[src/rtl/fetch_pc_unit.sv]
// Program counter and instruction-fetch stage: fetches one word over a req/ack handshake,
// holds it for decode, and steps the PC (sequential, branch or jump) when it is consumed.
module fetch_pc_unit #(
    parameter int unsigned          WIDTH    = 32,
    parameter logic [WIDTH-1:0]     RESET_PC = 32'h0000_0000
) (
    input  logic             clk,
    input  logic             rst_n,
    output logic             imem_req,
    output logic [WIDTH-1:0] imem_addr,
    input  logic             imem_ack,
    input  logic [WIDTH-1:0] imem_rdata,
    output logic [WIDTH-1:0] instr,
    output logic             instr_valid,
    input  logic             stall,
    input  logic             branch_taken,
    input  logic [WIDTH-1:0] branch_offset,
    input  logic             jump,
    input  logic [25:0]      jump_index,
    output logic [WIDTH-1:0] pc,
    output logic [WIDTH-1:0] pc_plus4
);

    localparam logic [1:0] ST_IDLE = 2'd0;
    localparam logic [1:0] ST_REQ  = 2'd1;
    localparam logic [1:0] ST_HAVE = 2'd2;

    localparam logic [WIDTH-1:0] WORD_BYTES = 4;

    logic [1:0]       state_q, state_d;
    logic [WIDTH-1:0] pc_q, pc_d;
    logic [WIDTH-1:0] instr_q, instr_d;
    logic             valid_q, valid_d;
    logic [WIDTH-1:0] next_pc;

    assign pc_plus4 = pc_q + WORD_BYTES;

    // Jump keeps the top nibble of the sequential PC; jump wins over a taken branch.
    always_comb begin
        if (jump) begin
            next_pc = {pc_plus4[WIDTH-1:WIDTH-4], jump_index, 2'b00};
        end else if (branch_taken) begin
            next_pc = pc_plus4 + branch_offset;
        end else begin
            next_pc = pc_plus4;
        end
    end

    always_comb begin
        state_d = state_q;
        pc_d    = pc_q;
        instr_d = instr_q;
        valid_d = valid_q;
        case (state_q)
            ST_IDLE: begin
                state_d = ST_REQ;
            end
            ST_REQ: begin
                if (imem_ack) begin
                    instr_d = imem_rdata;
                    valid_d = 1'b1;
                    state_d = ST_HAVE;
                end
            end
            ST_HAVE: begin
                if (!stall) begin
                    pc_d    = next_pc;
                    valid_d = 1'b0;
                    state_d = ST_REQ;
                end
            end
            default: begin
                state_d = ST_IDLE;
                valid_d = 1'b0;
            end
        endcase
    end

    always_ff @(posedge clk or negedge rst_n) begin
        if (!rst_n) begin
            state_q <= ST_IDLE;
            pc_q    <= RESET_PC;
            instr_q <= '0;
            valid_q <= 1'b0;
        end else begin
            state_q <= state_d;
            pc_q    <= pc_d;
            instr_q <= instr_d;
            valid_q <= valid_d;
        end
    end

    assign imem_req    = (state_q == ST_REQ);
    assign imem_addr   = pc_q;
    assign instr       = instr_q;
    assign instr_valid = valid_q;
    assign pc          = pc_q;

endmodule

[config.mk]
export PLATFORM = sky130hd
export DESIGN_NAME = fetch_pc_unit
export DESIGN_NICKNAME = d
export VERILOG_FILES = /design/src/rtl/fetch_pc_unit.sv
export SDC_FILE = /design/constraint.sdc
export NUM_CORES = 1
export LEC_CHECK = 0
export CAP_MARGIN = 20
export CORE_UTILIZATION = 36
export CTS_CLUSTER_DIAMETER = 150
export CTS_CLUSTER_SIZE = 14
export DETAILED_ROUTE_END_ITERATION = 8
export GPL_TIMING_DRIVEN = 0
export PLACE_DENSITY_LB_ADDON = 0.15
export SETUP_SLACK_MARGIN = 0.02
export SYNTH_ARGS = -nofsm -noshare
export SYNTH_HDL_FRONTEND = slang
export SYNTH_SLANG_ARGS = --single-unit
[constraint.sdc]
create_clock -name clk -period 7.6 [get_ports clk]
set_input_delay 0.76 -clock clk [delete_from_list [all_inputs] [get_ports clk]]
set_output_delay 0.76 -clock clk [all_outputs]
set_load 0.01 [all_outputs]
==> summary.md, run 1 <==
| Metric | Value |
|---|---|
| Max cap viols | `0` |
| Worst slew pin tran | `0.8961 ns` |
| Asr flop ratio synth | `1.000` |
| Top cells by count, synth | `dfrtp_1 (67), nand2_1 (66), a21oi_1 (56)` |
| Clk_skew | `0.006631 ns` |
| Library cells used by synthesis | `64` |
| Max-slew headroom | `0.4026` |
| Worst-path clk slew | `0.06 ns` |
| Max Transition Viols Final | `0` |
| Htree depth | `3` |
| Average size of a mapped cell | `8.473 um^2` |
| Largest net degree at the start of global routing | `68` |
| Critical Path Fanout Max | `9` |
| Clk sinks | `67` |
| Fill cell count | `1415` |
| Final GP Congestion | `0.8823` |
| Max clock buf depth | `2` |
| Max IR drop VDD | `0.1558 mV` |
| Routed vias/inst | `5.432` |
| Initial antenna violation count | `0` |
| YS warnings | `0` |
| # Post-CTS Setup Buffers | `0` |
| First-pass GRT wire length | `31.63 mm` |
| LEAKAGE | `3.508 nW` |
| Total core area | `15200 um^2` |
| Yosys reg bits | `67` |
| Resize count post-CTS | `0` |
| Min Tclk post-route | `4.694 ns` |
| PD cells | `413.6 nW/um^2` |
| Cell Area, Synth | `5600 um^2` |
| Seq. cell area | `1677 um^2` |
| Die Wd | `126.7 um` |
| Synth area leader | `dfrtp_1` |
| Hold Path Class | `flop to flop` |
| Skew-Pair Late Insertion Delay | `0.33 ns` |
| GRT overflow | `0` |
| Unrepaired setup endpoints after global routing | `false` |
| Via count | `5915` |
| Total GRT Usage | `0.2525` |
| Required time of the critical path | `7.78 ns` |
| Area grow syn2layout | `49.55%` |
| Synth top area share | `0.2994` |
| Syn_nets | `797` |
| DR pass1 iterations | `6` |
| Multi-input gate area | `3481 um^2` |
| Seq/Total Area, Yosys | `0.2994` |
| Final setup violation count | `0` |
| Worst Setup Start Kind | `flop` |
| Final Cycle Share | `0.6176` |
| Status | `complete, no violations` |
| Largest cells by area after synthesis | `dfrtp_1 (30%), ha_1 (8.7%), mux2_2 (6.4%)` |
| Hold buffer count at cts | `0` |
| Ant. Diodes | `0` |
| Die Span Y | `126.7 um` |
| Vias in the first global route | `6008` |
| Fraction of layout cells with a size suffix above 1 | `0.1110` |
| CTS tree | `built` |
| Max Fclk | `0.2130 GHz` |
| Cells after synthesis | `661` |
| Crit path arrival time | `4.87 ns` |
| Final hold violations | `0` |
| Number of cell rows | `45` |
| Effective utilization at floorplan | `0.3684` |
| Port buffer count | `224` |
| 1st-iter DRT viols | `519` |
| Nets | `1032` |
| DRC viols | `0` |
| IO Count | `226` |
| Worst Setup End Kind | `flop` |
| Most used flip-flop cell after synthesis | `dfrtp_1` |
| Final WL | `20.24 mm` |
| Setup TNS | `0 ns` |
| WS Path Type | `flop to flop` |
| Post-DR wirelength/cell | `18.59 um` |
| EDFF count, synth | `0` |
| Final Util | `0.5509` |
| Post-DP HPWL | `15.71 mm` |
| Die Area | `16060 um^2` |
| Routed Antenna Nets | `0` |
| Count leader, synth | `dfrtp_1` |
| CTS root buf | `clkbuf_16` |
| CTS Buf Count | `9` |
| R2R setup slack | `2.91 ns` |
-- worst max-delay path: stages (launching register included) --
cell	delay (ns)
dfrtp_1	0.54
ha_1	0.31
nand3_1	0.23
nor2_1	0.75
nand2_1	0.16
nor2_1	0.17
xnor2_1	0.26
ha_1	0.31
clkbuf_1	0.21
a21o_1	0.23
a2111oi_0	0.38
nand2_1	0.12
o21ai_0	0.30
o21ai_0	0.19
xnor2_1	0.22
o221ai_1	0.15
-- state kept, by name, summed over array words and instances, names as in the netlist --
name,flops
imem_addr,32
instr,32
state_q,2
instr_valid,1
-- stage by stage --
step                total power, mW  worst slack, ns  instance area, um^2  hold slack (ns)  std cells
floorplan                     1.984            3.961                 5600           0.4644        661
global placement              2.985            2.961                 8078           0.4888       1073
detailed placement            3.018            2.972                 8075           0.4924       1073
CTS                           3.467            2.946                 8376           0.5061       1089
global route                  3.705            2.561                 8376           0.5239       1089
finish                        3.464            2.906                 8376           0.5041       1089
-- where the power goes --
group / internal [mW] / leakage (nW) / switching, mW
Sequential: 0.531 / 0.795 / 0.202
Clock: 0.256 / 0.150 / 0.173
Combinational: 1.22 / 2.56 / 1.08
Total: 2.01 / 3.51 / 1.45
-- routing by layer --
metal  share of wire  up-vias  global-route usage
met5               0        -                   0
met4           0.022        0             0.08263
met3           0.061       34             0.03754
met2            0.48      256              0.4251
met1            0.44     2794              0.3325
li1                -     2831                   -
-- layout make-up --
| class | count | area share |
|---|---|---|
| buffer | 65 | 0.04571 |
| sequential | 67 | 0.2002 |
| clock inverter | 7 | 0.008963 |
| multi-input combinational | 513 | 0.4156 |
| clock buffer | 9 | 0.02689 |
| inverter | 16 | 0.007171 |
| timing repair buffer | 224 | 0.2674 |
| tap | 188 | 0.02808 |
-- logic make-up after synthesis --
family / count (synthesis) / synth area share
AO/OA/AOI/OAI: 185 / 0.2111
adder cells (fa/ha/maj): 40 / 0.09071
multiplexers: 38 / 0.07596
flip-flops: 67 / 0.2994
buffers and inverters: 81 / 0.07909
AND/OR/NAND/NOR: 202 / 0.1687
XOR/XNOR: 48 / 0.07507
-- worst paths after layout --
kind / from / end / cells after the start
setup / recovery: imem_addr[2] / imem_addr[27] / 15
hold / removal: instr[0] / instr[0] / 1
setup reg to reg: imem_addr[2] / imem_addr[27] / 15
hold reg to reg: instr[0] / instr[0] / 1
max in group asynchronous: rst_n / imem_addr[14] / 1
min in group asynchronous: rst_n / instr[30] / 1
-- cell usage in the layout, fill, tap and decap left out, types with 4 or more instances in the layout --
cell,n
clkbuf_1,23
ha_1,39
a21o_1,12
o22ai_1,4
xnor2_1,34
clkbuf_16,9
nor2b_1,5
nand2b_1,4
nand3_1,24
nand2_1,66
a221oi_1,4
nor2_1,53
o211ai_1,5
inv_1,16
and3_1,13
or3_1,4
a21oi_1,56
buf_4,37
xor2_1,14
nor3_1,5
nand4_1,13
a211oi_1,8
mux2i_1,5
mux2_2,32
o21ai_0,55
clkdlybuf4s50_1,223
dfrtp_1,67
Note: power is estimated with default switching activity, not from simulation.
==> run 2: changes to the inputs <==
Clock period 7.6 ns to 4.9 ns, I/O delays scaled along.
==> summary.md, run 2 (synthesis results as in run 1) <==
| Metric | Value |
|---|---|
| Number of cell rows | `45 (unchanged)` |
| CTS root buf | `clkbuf_16 (unchanged)` |
| Skew-Pair Late Insertion Delay | `0.34 ns (was 0.33 ns)` |
| Effective utilization at floorplan | `0.3684 (unchanged)` |
| Final GP Congestion | `0.8823 (unchanged)` |
| # Post-CTS Setup Buffers | `0 (unchanged)` |
| Worst path buffer plus inverter count | `1 (unchanged)` |
| Htree depth | `3 (unchanged)` |
| Die Wd | `126.7 um (unchanged)` |
| Worst-path clk slew | `0.06 ns (about the same)` |
| Commonest cells after routing, fill and taps aside | `clkdlybuf4s50_1 (223), dfrtp_1 (67), nand2_1 (66) (unchanged)` |
| Critical R2R Capture | `imem_addr[27] (unchanged)` |
| Vias in the first global route | `6008 (unchanged)` |
| Die Span Y | `126.7 um (unchanged)` |
| Seq. cell area | `1677 um^2 (unchanged)` |
| LEAKAGE | `3.508 nW (about the same)` |
| Max cap viols | `0 (unchanged)` |
| DRC viols | `0 (unchanged)` |
| Setup TNS | `0 ns (unchanged)` |
| Initial antenna violation count | `0 (unchanged)` |
| Post-DP Area | `8075 um^2 (unchanged)` |
| 1st-iter DRT viols | `511 (was 519)` |
| Die Area | `16060 um^2 (unchanged)` |
| R2R setup slack | `0.44 ns (was 2.91 ns)` |
| Clk_skew | `0.007317 ns (was 0.006631 ns)` |
| Clk sinks | `67 (unchanged)` |
| PD cells | `641.3 nW/um^2 (was 413.6 nW/um^2)` |
| Final Cycle Share | `0.9104 (was 0.6176)` |
| Total core area | `15200 um^2 (unchanged)` |
| Worst path slowest cell | `dfrtp_1 (was nor2_1)` |
| First-pass GRT wire length | `31.63 mm (unchanged)` |
| IO Count | `226 (unchanged)` |
| Max Fclk | `0.2242 GHz (was 0.2130 GHz)` |
| CTS Buf Count | `9 (unchanged)` |
| Required time of the critical path | `5.08 ns (was 7.78 ns)` |
| Fraction of layout cells with a size suffix above 1 | `0.1121 (was 0.1110)` |
| WS Path Type | `flop to flop (unchanged)` |
| Final Util | `0.5511 (was 0.5509)` |
| Ant. Diodes | `0 (unchanged)` |
| Min Tclk post-route | `4.461 ns (was 4.694 ns)` |
| Crit path arrival time | `4.64 ns (was 4.87 ns)` |
| Pre-CTS setup slack | `0.2716 ns (was 2.972 ns)` |
| Final setup violation count | `0 (unchanged)` |
| Critical Path Fanout Max | `9 (unchanged)` |
| Worst path max stage delay | `0.55 ns (was 0.75 ns)` |
| Post-route design area | `8378 um^2 (was 8376 um^2)` |
| Max IR drop VDD | `0.2415 mV (was 0.1558 mV)` |
| Delay-heaviest family, CP | `compound AO/OA/AOI/OAI gates (was simple AND/OR/NAND/NOR gates)` |
| Worst Setup Start Kind | `flop (unchanged)` |
| Worst Setup End Kind | `flop (unchanged)` |
| Worst slew pin tran | `0.9017 ns (was 0.8961 ns)` |
| Crit-path cells | `ha_1 > nand3_1 > nor2_2 > nand2_1 > nor2_1 > xnor2_1 > ha_1 > clkbuf_1 > a21o_1 > a2111oi_0 > nand2_1 > o21ai_0 > o21ai_0 > xnor2_1 > o221ai_1 (was ha_1 > nand3_1 > nor2_1 > nand2_1 > nor2_1 > xnor2_1 > ha_1 > clkbuf_1 > a21o_1 > a2111oi_0 > nand2_1 > o21ai_0 > o21ai_0 > xnor2_1 > o221ai_1)` |
| Reg2Reg Depth | `15 (unchanged)` |
| DR pass1 iterations | `5 (was 6)` |
| Max-slew headroom | `0.3989 (was 0.4026)` |
| RR Startpoint | `imem_addr[2] (unchanged)` |
| Nets | `1032 (unchanged)` |
| Status | `complete, no violations (unchanged)` |
| Hold Path Class | `input pin to async pin (was flop to flop)` |
| Routed Antenna Nets | `0 (unchanged)` |
| Largest net degree at the start of global routing | `68 (unchanged)` |
| Max Transition Viols Final | `0 (unchanged)` |
| Power, Total | `5.373 mW (was 3.464 mW)` |
| Routed vias/inst | `5.428 (was 5.432)` |
| Total GRT Usage | `0.2525 (unchanged)` |
| GRT overflow | `0 (unchanged)` |
| Final WL | `20.20 mm (was 20.24 mm)` |
| CTS tree | `built (unchanged)` |
| Max clock buf depth | `2 (unchanged)` |
| Final worst setup slack | `0.4390 ns (was 2.906 ns)` |
| Port buffer count | `224 (unchanged)` |
| Final hold violations | `0 (unchanged)` |
| Unrepaired setup endpoints after global routing | `false (unchanged)` |
| Post-DR wirelength/cell | `18.55 um (was 18.59 um)` |
| Via count | `5911 (was 5915)` |
| Area grow syn2layout | `49.60% (was 49.55%)` |
| Commonest non-fill, non-tap cell in the layout | `clkdlybuf4s50_1 (unchanged)` |
| Fill cell count | `1415 (unchanged)` |
| Multi-input gate area | `3483 um^2 (was 3481 um^2)` |
| Post-DP HPWL | `15.71 mm (unchanged)` |
==> run 2: changes by cell type in the layout (fill, tap and decap cells not counted) <==
cell	delta
nor2_2	+1
nor2_1	-1
==> run 2: power by group <==
group	internal (mW)	total (mW)	switching, mW	leakage (nW)
Combinational	1.90	3.57	1.67	2.56
Sequential	0.823	1.14	0.315	0.795
Clock	0.398	0.665	0.268	0.150
Total	3.12	5.37	2.25	3.51
==> run 2: stage by stage <==
stage	std cells	hold WS [ns]
after floorplan	661	0.1944
after global placement	1073	0.4888
after detailed placement	1073	0.4924
after CTS	1089	0.3196
after global routing	1089	0.3552
final	1089	0.2850
==> run 2: worst max-delay path by stage <==
| stage | startpoint | end | slack (ns) | cells past startpoint |
|---|---|---|---|---|
| 4_1_cts | imem_addr[2] | imem_addr[27] | 0.25 | 15 |
| 3_3_place_gp | imem_addr[2] | imem_addr[27] | 0.26 | 15 |
| 5_1_grt | imem_addr[2] | imem_addr[27] | 0.11 | 15 |
| 3_5_place_dp | imem_addr[2] | imem_addr[27] | 0.27 | 15 |
| 6_report | imem_addr[2] | imem_addr[27] | 0.44 | 15 |
| 2_1_floorplan | imem_addr[8] | imem_addr[23] | 1.26 | 16 |
==> run 2: per-layer routing <==
layer / GRT usage / routed length (um) / up-vias
met5: 0 / 0 / -
met4: 0.08263 / 487 / 0
met3: 0.03754 / 1170 / 41
met2: 0.4251 / 9565 / 241
met1: 0.3325 / 8973 / 2799
li1: - / - / 2830
==> run 2: worst register-to-register path, delay by kind of cell (launching register included) <==
family	cells	cell delay [ns]
buf+inv	1	0.21
flops	1	0.55
compound gates	5	1.25
xor+xnor	2	0.47
fa+ha+maj	2	0.63
simple gates	5	1.20
==> run 2: what timing repair did <==
action,CTS,global route
setup endpoints to repair,0,2
hold buffers,0,0
resized for setup,0,1
==> run 2: cell type report <==
class	count	area share
flip-flops and latches	67	0.2001
clock buffers	9	0.02688
clock inverters	7	0.008961
multi-input cells	513	0.4158
repair buffers	224	0.2673
inverters	16	0.007168
plain buffers	65	0.04570
well taps	188	0.02808
==> run 3: changes to the inputs <==
Settings changed: CAP_MARGIN 20 to 10.
==> results of run 3 <==
No change in the layout: final DEF, timing and power equal those of run 2.
